==> config.mk <==
export PLATFORM = sky130hd
export DESIGN_NAME = ext_seg_adder
export DESIGN_NICKNAME = d
export VERILOG_FILES = /design/src/rtl/ext_seg_adder_pkg.sv /design/src/rtl/adder_segment.sv /design/src/rtl/ext_seg_adder.sv
export SDC_FILE = /design/constraint.sdc
export NUM_CORES = 1
export LEC_CHECK = 0
export ABC_CLOCK_PERIOD_IN_PS = 2400
export CAP_MARGIN = 25
export CORE_MARGIN = 5
export CORE_UTILIZATION = 46
export DETAILED_ROUTE_END_ITERATION = 6
export MAX_ROUTING_LAYER = met4
export PLACE_DENSITY = 0.77
export REMOVE_ABC_BUFFERS = 1
export SKIP_CTS_REPAIR_TIMING = 1
export SLEW_MARGIN = 20
export SYNTH_ARGS = -nofsm -noshare
export SYNTH_HDL_FRONTEND = slang
export SYNTH_SLANG_ARGS = --single-unit
==> constraint.sdc <==
create_clock -name clk -period 2.4 [get_ports clk]
set_input_delay 0.72 -clock clk [delete_from_list [all_inputs] [get_ports clk]]
set_output_delay 0.72 -clock clk [all_outputs]
set_load 0.05 [all_outputs]
==> src/rtl/ext_seg_adder_pkg.sv <==
// Shared constants for ext_seg_adder: default operand, segment and shift widths,
// plus the ceil-div helper used to size the pipeline.
package ext_seg_adder_pkg;

  localparam int unsigned WA_DEF  = 61;
  localparam int unsigned WB_DEF  = 11;
  localparam int unsigned SEG_DEF = 16;
  localparam int unsigned SHW_DEF = 6;

  function automatic int unsigned ceil_div(input int unsigned num, input int unsigned den);
    return (num + den - 1) / den;
  endfunction

endpackage

==> src/rtl/adder_segment.sv <==
// One slice of the segmented carry chain: W-bit add with carry-in and carry-out.
// Ports:
//   i_a, i_b  W-bit operand slices
//   i_cin     carry from the previous segment
//   o_sum     W-bit slice sum
//   o_cout    carry into the next segment
module adder_segment #(
  parameter int unsigned W = 16
) (
  input  logic [W-1:0] i_a,
  input  logic [W-1:0] i_b,
  input  logic         i_cin,
  output logic [W-1:0] o_sum,
  output logic         o_cout
);

  logic [W:0] w_full;

  assign w_full = {1'b0, i_a} + {1'b0, i_b} + {{W{1'b0}}, i_cin};
  assign o_sum  = w_full[W-1:0];
  assign o_cout = w_full[W];

endmodule

==> src/rtl/ext_seg_adder.sv <==
// Pipelined zero-extend-shift-and-add with an optional internal accumulator.
// A (WA bits, or the accumulator) plus (zero-extended B << shift) gives a WA+1-bit sum.
// The carry chain is cut into SEG-bit segments, one register stage per segment.
// Ports:
//   clk, rst_n                      clock, async active-low reset
//   in_valid/in_ready               input handshake
//   in_a, in_b, in_shift            operands and left shift for B
//   in_acc, in_clr                  accumulate mode / restart accumulator at 0
//   out_valid/out_ready             output handshake
//   out_sum, out_trunc              result (MSB = carry-out), B bits lost to the shift
//   acc_ovf                         sticky carry-out of accumulate ops
module ext_seg_adder
  import ext_seg_adder_pkg::*;
#(
  parameter int unsigned WA  = WA_DEF,
  parameter int unsigned WB  = WB_DEF,
  parameter int unsigned SEG = SEG_DEF,
  parameter int unsigned SHW = SHW_DEF
) (
  input  logic          clk,
  input  logic          rst_n,
  input  logic          in_valid,
  output logic          in_ready,
  input  logic [WA-1:0] in_a,
  input  logic [WB-1:0] in_b,
  input  logic [SHW-1:0] in_shift,
  input  logic          in_acc,
  input  logic          in_clr,
  output logic          out_valid,
  input  logic          out_ready,
  output logic [WA:0]   out_sum,
  output logic          out_trunc,
  output logic          acc_ovf
);

  localparam int unsigned NSEG = ceil_div(WA, SEG);
  // Wide enough that no B bit is lost for any shift amount, so truncation is visible.
  localparam int unsigned WX   = WA + (2 ** SHW);

  // Index k holds the register stage k+1: sum bits finished up to the end of segment k,
  // untouched A bits above, the full shifted B and the carry out of segment k.
  logic          r_vld   [NSEG];
  logic          r_accop [NSEG];
  logic          r_clr   [NSEG];
  logic          r_trunc [NSEG];
  logic          r_cy    [NSEG];
  logic [WA-1:0] r_s     [NSEG];
  logic [WA-1:0] r_b     [NSEG];
  logic [WA-1:0] r_acc;
  logic          r_ovf;

  logic          w_load    [NSEG];
  logic          w_accin   [NSEG];
  logic          w_clrin   [NSEG];
  logic          w_truncin [NSEG];
  logic          w_cy_nxt  [NSEG];
  logic [WA-1:0] w_s_nxt   [NSEG];
  logic [WA-1:0] w_b_nxt   [NSEG];

  logic [WX-1:0] w_ext;
  logic [WA-1:0] w_op2;
  logic [WA-1:0] w_a;
  logic          w_trunc;
  logic          w_advance;
  logic          w_pending;
  logic          w_accept;

  assign w_ext   = WX'(in_b) << in_shift;
  assign w_op2   = w_ext[WA-1:0];
  assign w_trunc = |w_ext[WX-1:WA];

  always_comb begin
    w_a = in_a;
    if (in_acc) begin
      w_a = in_clr ? '0 : r_acc;
    end
  end

  // An accumulate op must see the accumulator written by its predecessor, which
  // happens as that predecessor enters the last stage.
  always_comb begin
    w_pending = 1'b0;
    for (int k = 0; k < NSEG - 1; k++) begin
      w_pending = w_pending | (r_vld[k] & r_accop[k]);
    end
  end

  assign w_advance = !r_vld[NSEG-1] || out_ready;
  assign in_ready  = rst_n && w_advance && !(in_acc && w_pending);
  assign w_accept  = in_valid && in_ready;

  for (genvar k = 0; k < NSEG; k++) begin : g_seg
    localparam int unsigned SegLo = k * SEG;
    localparam int unsigned SegHi = (SegLo + SEG > WA) ? WA : SegLo + SEG;
    localparam int unsigned SegW  = SegHi - SegLo;
    localparam logic [WA-1:0] SegMask = ((WA'(1) << SegHi) - WA'(1)) &
                                        ~((WA'(1) << SegLo) - WA'(1));

    logic [WA-1:0]   w_a_src;
    logic [WA-1:0]   w_b_src;
    logic            w_cin;
    logic [SegW-1:0] w_sum;
    logic            w_cout;

    if (k == 0) begin : g_first
      assign w_a_src      = w_a;
      assign w_b_src      = w_op2;
      assign w_cin        = 1'b0;
      assign w_load[k]    = w_accept;
      assign w_accin[k]   = in_acc;
      assign w_clrin[k]   = in_clr;
      assign w_truncin[k] = w_trunc;
    end else begin : g_rest
      assign w_a_src      = r_s[k-1];
      assign w_b_src      = r_b[k-1];
      assign w_cin        = r_cy[k-1];
      assign w_load[k]    = r_vld[k-1];
      assign w_accin[k]   = r_accop[k-1];
      assign w_clrin[k]   = r_clr[k-1];
      assign w_truncin[k] = r_trunc[k-1];
    end

    adder_segment #(
      .W (SegW)
    ) u_seg (
      .i_a    (w_a_src[SegHi-1:SegLo]),
      .i_b    (w_b_src[SegHi-1:SegLo]),
      .i_cin  (w_cin),
      .o_sum  (w_sum),
      .o_cout (w_cout)
    );

    assign w_s_nxt[k]  = (w_a_src & ~SegMask) | (WA'(w_sum) << SegLo);
    assign w_b_nxt[k]  = w_b_src;
    assign w_cy_nxt[k] = w_cout;
  end

  always_ff @(posedge clk or negedge rst_n) begin
    if (!rst_n) begin
      for (int k = 0; k < NSEG; k++) begin
        r_vld[k]   <= 1'b0;
        r_accop[k] <= 1'b0;
        r_clr[k]   <= 1'b0;
        r_trunc[k] <= 1'b0;
        r_cy[k]    <= 1'b0;
        r_s[k]     <= '0;
        r_b[k]     <= '0;
      end
      r_acc <= '0;
      r_ovf <= 1'b0;
    end else if (w_advance) begin
      for (int k = 0; k < NSEG; k++) begin
        r_vld[k] <= w_load[k];
        // Payload only moves with a valid op, so bubbles leave the last result in place.
        if (w_load[k]) begin
          r_accop[k] <= w_accin[k];
          r_clr[k]   <= w_clrin[k];
          r_trunc[k] <= w_truncin[k];
          r_cy[k]    <= w_cy_nxt[k];
          r_s[k]     <= w_s_nxt[k];
          r_b[k]     <= w_b_nxt[k];
        end
      end
      if (w_load[NSEG-1] && w_accin[NSEG-1]) begin
        r_acc <= w_s_nxt[NSEG-1];
        r_ovf <= (r_ovf & ~w_clrin[NSEG-1]) | w_cy_nxt[NSEG-1];
      end
    end
  end

  assign out_valid = r_vld[NSEG-1];
  assign out_sum   = {r_cy[NSEG-1], r_s[NSEG-1]};
  assign out_trunc = r_trunc[NSEG-1];
  assign acc_ovf   = r_ovf;

endmodule

* Word-level counts from Yosys, hierarchy flattened *
Cells that the tools add are included.
W data, S select, Z words.

storage, ports and cells
  bits in registers = 507
  latch bits = 0
  bits in writable memories = 0
  memory bits (read-only) = 0
  input port bits = 84
  output and inout port bits = 66
  logic and storage cells = 63
  memories = 0

operators by class
  add/subtract/negate cells = 7
  multiply operators = 0
  div/mod/pow operators = 0
  $lt $le $gt $ge = 0
  equal/unequal tests = 0
  shift-type cells = 1
  multiplexer cells = 2
  bitwise gates (word level) = 12
  reduce and logical (&&, ||, !) cells = 14

operators by type and width
  kind                 number
  $shl A11 B6 Y125     1
  $mux W61             2
  $reduce_or A64 Y1    1
  $or A48 B61 Y61      1
  $or A61 B16 Y61      1
  $or A61 B32 Y61      1
  $or A61 B48 Y61      1
  $add A16 B16 Y17     3
  $add A17 B1 Y17      2
  $add A13 B13 Y14     1
  $add A14 B1 Y14      1
  $reduce_and A2 Y1    5
  $logic_and A1 B1 Y1  5
  $and A1 B1 Y1        4
  $or A1 B1 Y1         3
  $logic_not A1 Y1     2
  $logic_or A1 B1 Y1   1
  $not A1 Y1           1

* Depth between registers and ports, before layout *
  depth after elaboration = 8
  depth in mapped cells = 16
  gate-level depth less buffers = 14

* By module *
From an unflattened synthesis, not the netlist that was laid out.

second synthesis, totals
  cells, all modules = 1610
  area, all modules = 19474.9 um^2

modules (own cells, without submodules)
  module                               instances  cells each  area an instance (um^2)  seq. area each (um^2)
  ext_seg_adder                        1          1269        16694.8                  10284.9
  adder_segment at g_seg[0].u_seg ...  3          89          733.2                    0.0
  adder_segment at g_seg[3].u_seg      1          74          580.6                    0.0

* Worst setup path before layout *
OpenSTA, ideal clock, no wires.

  kind = in2reg
  from = input port in_shift[1]
  to = register r_cy (netlist bit g_seg[1].w_cin)
  library setup time = 126 ps
  data arrival time = 3394 ps
  setup slack = -1120 ps
  cell stages on the path = 16
  path buffers = 2
  cells stage by stage = buf_6 -> buf_4 -> mux2i_1 -> mux2_2 -> nor2_1 -> a21oi_1 -> o22ai_1 -> nor2b_1 -> ha_1 -> and3_1 -> o211ai_1 -> o21ai_1 -> o41ai_1 -> o21ai_0 -> a21oi_1 -> o22ai_1

on the way
  word-level cells in the longest chain between the ends = 2

RTL lines
  item                            line                  text
  start: declaration              ext_seg_adder.sv:26   input logic [SHW-1:0] in_shift,
  $shl A11 B6 Y125                ext_seg_adder.sv:68   assign w_ext = WX'(in_b) << in_shift;
  $add A16 B16 Y17                adder_segment.sv:19   assign w_full = {1'b0, i_a} + {1'b0, i_b} + {{W{1'b0}}, i_cin};
  end signal: indexed assignment  ext_seg_adder.sv:159  r_cy[k] <= w_cy_nxt[k];
  end: declaration                ext_seg_adder.sv:46   logic r_cy [NSEG];

No other way between the ends.
A chain may end at the register's enable or synchronous reset.

* Worst setup path after layout *
  from = input port in_shift[1]
  to = register r_s (netlist bit g_seg[1].w_a_src[12])

on the way
  word-level cells in the longest chain between the ends = 3

RTL lines
  item                            line                  text
  $shl A11 B6 Y125                ext_seg_adder.sv:68
  $add A16 B16 Y17                adder_segment.sv:19
  $or A61 B16 Y61                 ext_seg_adder.sv:133  assign w_s_nxt[k] = (w_a_src & ~SegMask) | (WA'(w_sum) << SegLo);
  end signal: indexed assignment  ext_seg_adder.sv:160  r_s[k] <= w_s_nxt[k];
  end: declaration                ext_seg_adder.sv:47   logic [WA-1:0] r_s [NSEG];

No other way between the ends.

==> results.toml <==
[critical_path]
slowest_stage = "o41ai_4"
arrival_ns = 3.38
end_kind = "flip-flop"
crit_buf_inv = 3
cp_max_fo = 7
cp.required_ns = 2.85
cp_num_cells = 16
cp_cell_sequence = "buf_6 > buf_8 > mux2_4 > nor2_4 > a21oi_4 > mux2i_1 > o22ai_1 > nor2b_2 > ha_1 > and3_4 > o211ai_1 > o21ai_4 > o41ai_4 > buf_4 > xor2_2 > o21ai_1"
critPathLaunchType = "primary input"
reg2reg_depth = 11
worst-setup-path-type = "primary input to flip-flop"
path_delay_family = "compound AO/OA/AOI/OAI gates"
cpPeakStageDelay_ns = 0.39

[layout]
final_nets = 2636
layout_commonest_cell = "nand2_1"
syn2layout_area_growth_pct = 31.10
final_cell_mix = "nand2_1, dfrtp_1, buf_4"
fill_cells = 3519
drive_gt1_frac = 0.1873

[placed_design]
portBuffers = 149
dp_hpwl_um = 39610
gp_congestion = 0.9145
place_ws_ns = -1.815

[yosys]
synth_area_um2 = 19370
synth_top_area_frac = 0.5308
synth_area_per_cell_um2 = 8.883
yosysSeqAreaShare = 0.5308
synth_cell_type_count = 79
synth_top_area_cell = "dfrtp_1"
async_flop_share = 1.000
synth.area.top_cells = "dfrtp_1, nand2_1, ha_1, o21ai_0, nor2_1"
synth_edf_count = 0
synth_cells = 2181
synth_ff_type = "dfrtp_1"
ys_seq_elements = 411
synth-warning-count = 0

[power_and_ir_drop]
irDropWorstVdd_mv = 0.5997
power-per-cell-area_nw_per_um2 = 1180
total_power_mw = 29.97
leakage_nw = 13.41

[die]
num_rows = 75
coreArea_um2 = 41850
die_area_um2 = 46320
die_y_um = 215.2
die_w_um = 215.2
initial_core_util = 0.4629
io_pins = 150

[status]
violations = "setup timing"
outcome = "finished with violations"

[timing]
finalSetupViolCount = 22
clock.fmax_mhz = 340.7
skew_ns = 0.02522
finalSetupTns_ns = -5.658
finalMaxSlewViolations = 0
worst_slack_ns = -0.5355
hold_viol = 0
tightest_slew_ns = 0.8295
rsz0062_at_grt = "true"
fin_crit_sh = 1.223
slew-limit-headroom = 0.4470
min_period_ns = 2.936

[hold_path]
hp-class = "primary input to asynchronous set/reset pin"

[grt]
grt_pass1_vias = 16989
gr-usage-all-layers = 0.2445
grt_pass1_wl_um = 90420
grt_max_degree = 151
gr-total-overflow = 0
antenna_found_initial = 0

[route]
num_vias = 16485
firstDrtPassIters = 7
drt_first_iter_violations = 1099
viasPerCell = 5.387
wl_um = 56220
drcViolationCount = 0
wire_per_inst_um = 18.37
ant_nets = 0

[cts]
htree_levels = 2
clkTransAtPathRegs_ns = 0.06
clockRootBuffer = "clkbuf_16"
cts_buffer_depth = 3
cts_tree = "yes"
cts_num_sinks = 411
cts-buffers-inserted = 43
clk_latency_ns = 0.58

[run]
drv_cap = 0
[synth_stat cells (all sizes together), types with 13 or more instances]
cell / instances
a21oi: 55
a221oi: 45
a22o: 29
buf: 15
clkbuf: 100
dfrtp: 411
ha: 58
inv: 31
mux2: 16
nand2: 867
nand2b: 15
nand3: 17
nor2: 146
nor2b: 14
nor3: 24
o21a: 13
o21ai: 115
xnor2: 20
xor2: 18
[worst reg2reg max path, cell delays in order (launching register included)]
cell,delay [ns]
dfrtp_1,0.38
nand3b_1,0.09
o21ai_2,0.13
ha_4,0.21
fa_2,0.39
a211o_1,0.26
o211ai_1,0.21
o21ai_4,0.11
o41ai_4,0.39
buf_4,0.18
xor2_2,0.12
o21ai_1,0.07
[final cells by class]
| class | instances | area [um^2] | share of cell area |
|---|---|---|---|
| Antenna cell | 1 | 2.502 | 0.00009852 |
| Clock buffer | 51 | 1157 | 0.04556 |
| Clock inverter | 27 | 304.0 | 0.01197 |
| Inverter | 32 | 122.6 | 0.004827 |
| Multi-Input combinational cell | 1623 | 9201 | 0.3622 |
| Sequential cell | 411 | 10290 | 0.4050 |
| Tap cell | 539 | 674.4 | 0.02655 |
| Timing Repair Buffer | 376 | 3651 | 0.1437 |
[where the power goes]
group | switching [mW] | leakage, nW | internal (mW)
Sequential | 1.71 | 5.29 | 9.65
Clock | 2.92 | 0.704 | 4.02
Combinational | 7.10 | 7.42 | 4.57
[per-stage QoR]
stage | hold WS [ns] | util | cells | area [um^2]
2_1_floorplan | 0.4244 | - | 2066 | 18920
3_3_place_gp | 0.4460 | 0.5455 | 2957 | 22830
3_5_place_dp | 0.4500 | 0.5455 | 2957 | 22830
4_1_cts | 0.1075 | 0.5804 | 3035 | 24290
5_1_grt | 0.1222 | 0.6068 | 3059 | 25400
6_report | 0.1301 | 0.6069 | 3060 | 25400
[kinds of logic (layout without fill, tap and decap cells)]
kind of cell	count (synthesis)	after routing	synth area share
other	0	1	0
XOR/XNOR	38	38	0.01718
AO/OA/AOI/OAI	358	358	0.1249
AND/OR/NAND/NOR	1132	1132	0.2335
multiplexers	30	30	0.01905
adder cells (fa/ha/maj)	65	65	0.04469
buffers and inverters	147	486	0.02983
flip-flops	411	411	0.5308
[registers in the layout (all words and copies together) (netlist names), 3 cells and up]
register	cells
r_trunc	3
g_seg.w_b_src	87
r_acc	61
g_seg.w_a_src	183
r_accop	3
out_sum	62
r_clr	3
r_vld	3
g_seg.w_cin	3
[final timing paths]
check | start | to | slack [ns]
worst min-delay path | rst_n | out_sum[44]$_DFFE_PN0P_ | 0.13
worst max register to register | r_acc[0]$_DFFE_PN0P_ | g_seg[1].w_a_src[12]$_DFFE_PN0P_ | -0.28
min in group clk | g_seg[2].w_b_src[57]$_DFFE_PN0P_ | g_seg[3].w_b_src[57]$_DFFE_PN0P_ | 0.46
worst max-delay path | in_shift[1] | g_seg[1].w_a_src[12]$_DFFE_PN0P_ | -0.54
max in group asynchronous | rst_n | g_seg[3].w_a_src[28]$_DFFE_PN0P_ | 1.15
worst min register to register | g_seg[2].w_b_src[57]$_DFFE_PN0P_ | g_seg[3].w_b_src[57]$_DFFE_PN0P_ | 0.46
[layer usage]
layer	vias up	global-route usage	routed length, um
li1	7896	-	-
met1	8102	0.3332	25560
met2	398	0.3863	26690
met3	89	0.03814	2564
met4	0	0.06678	1411
met5	-	-	0
Power figures use the tool's default switching activity.
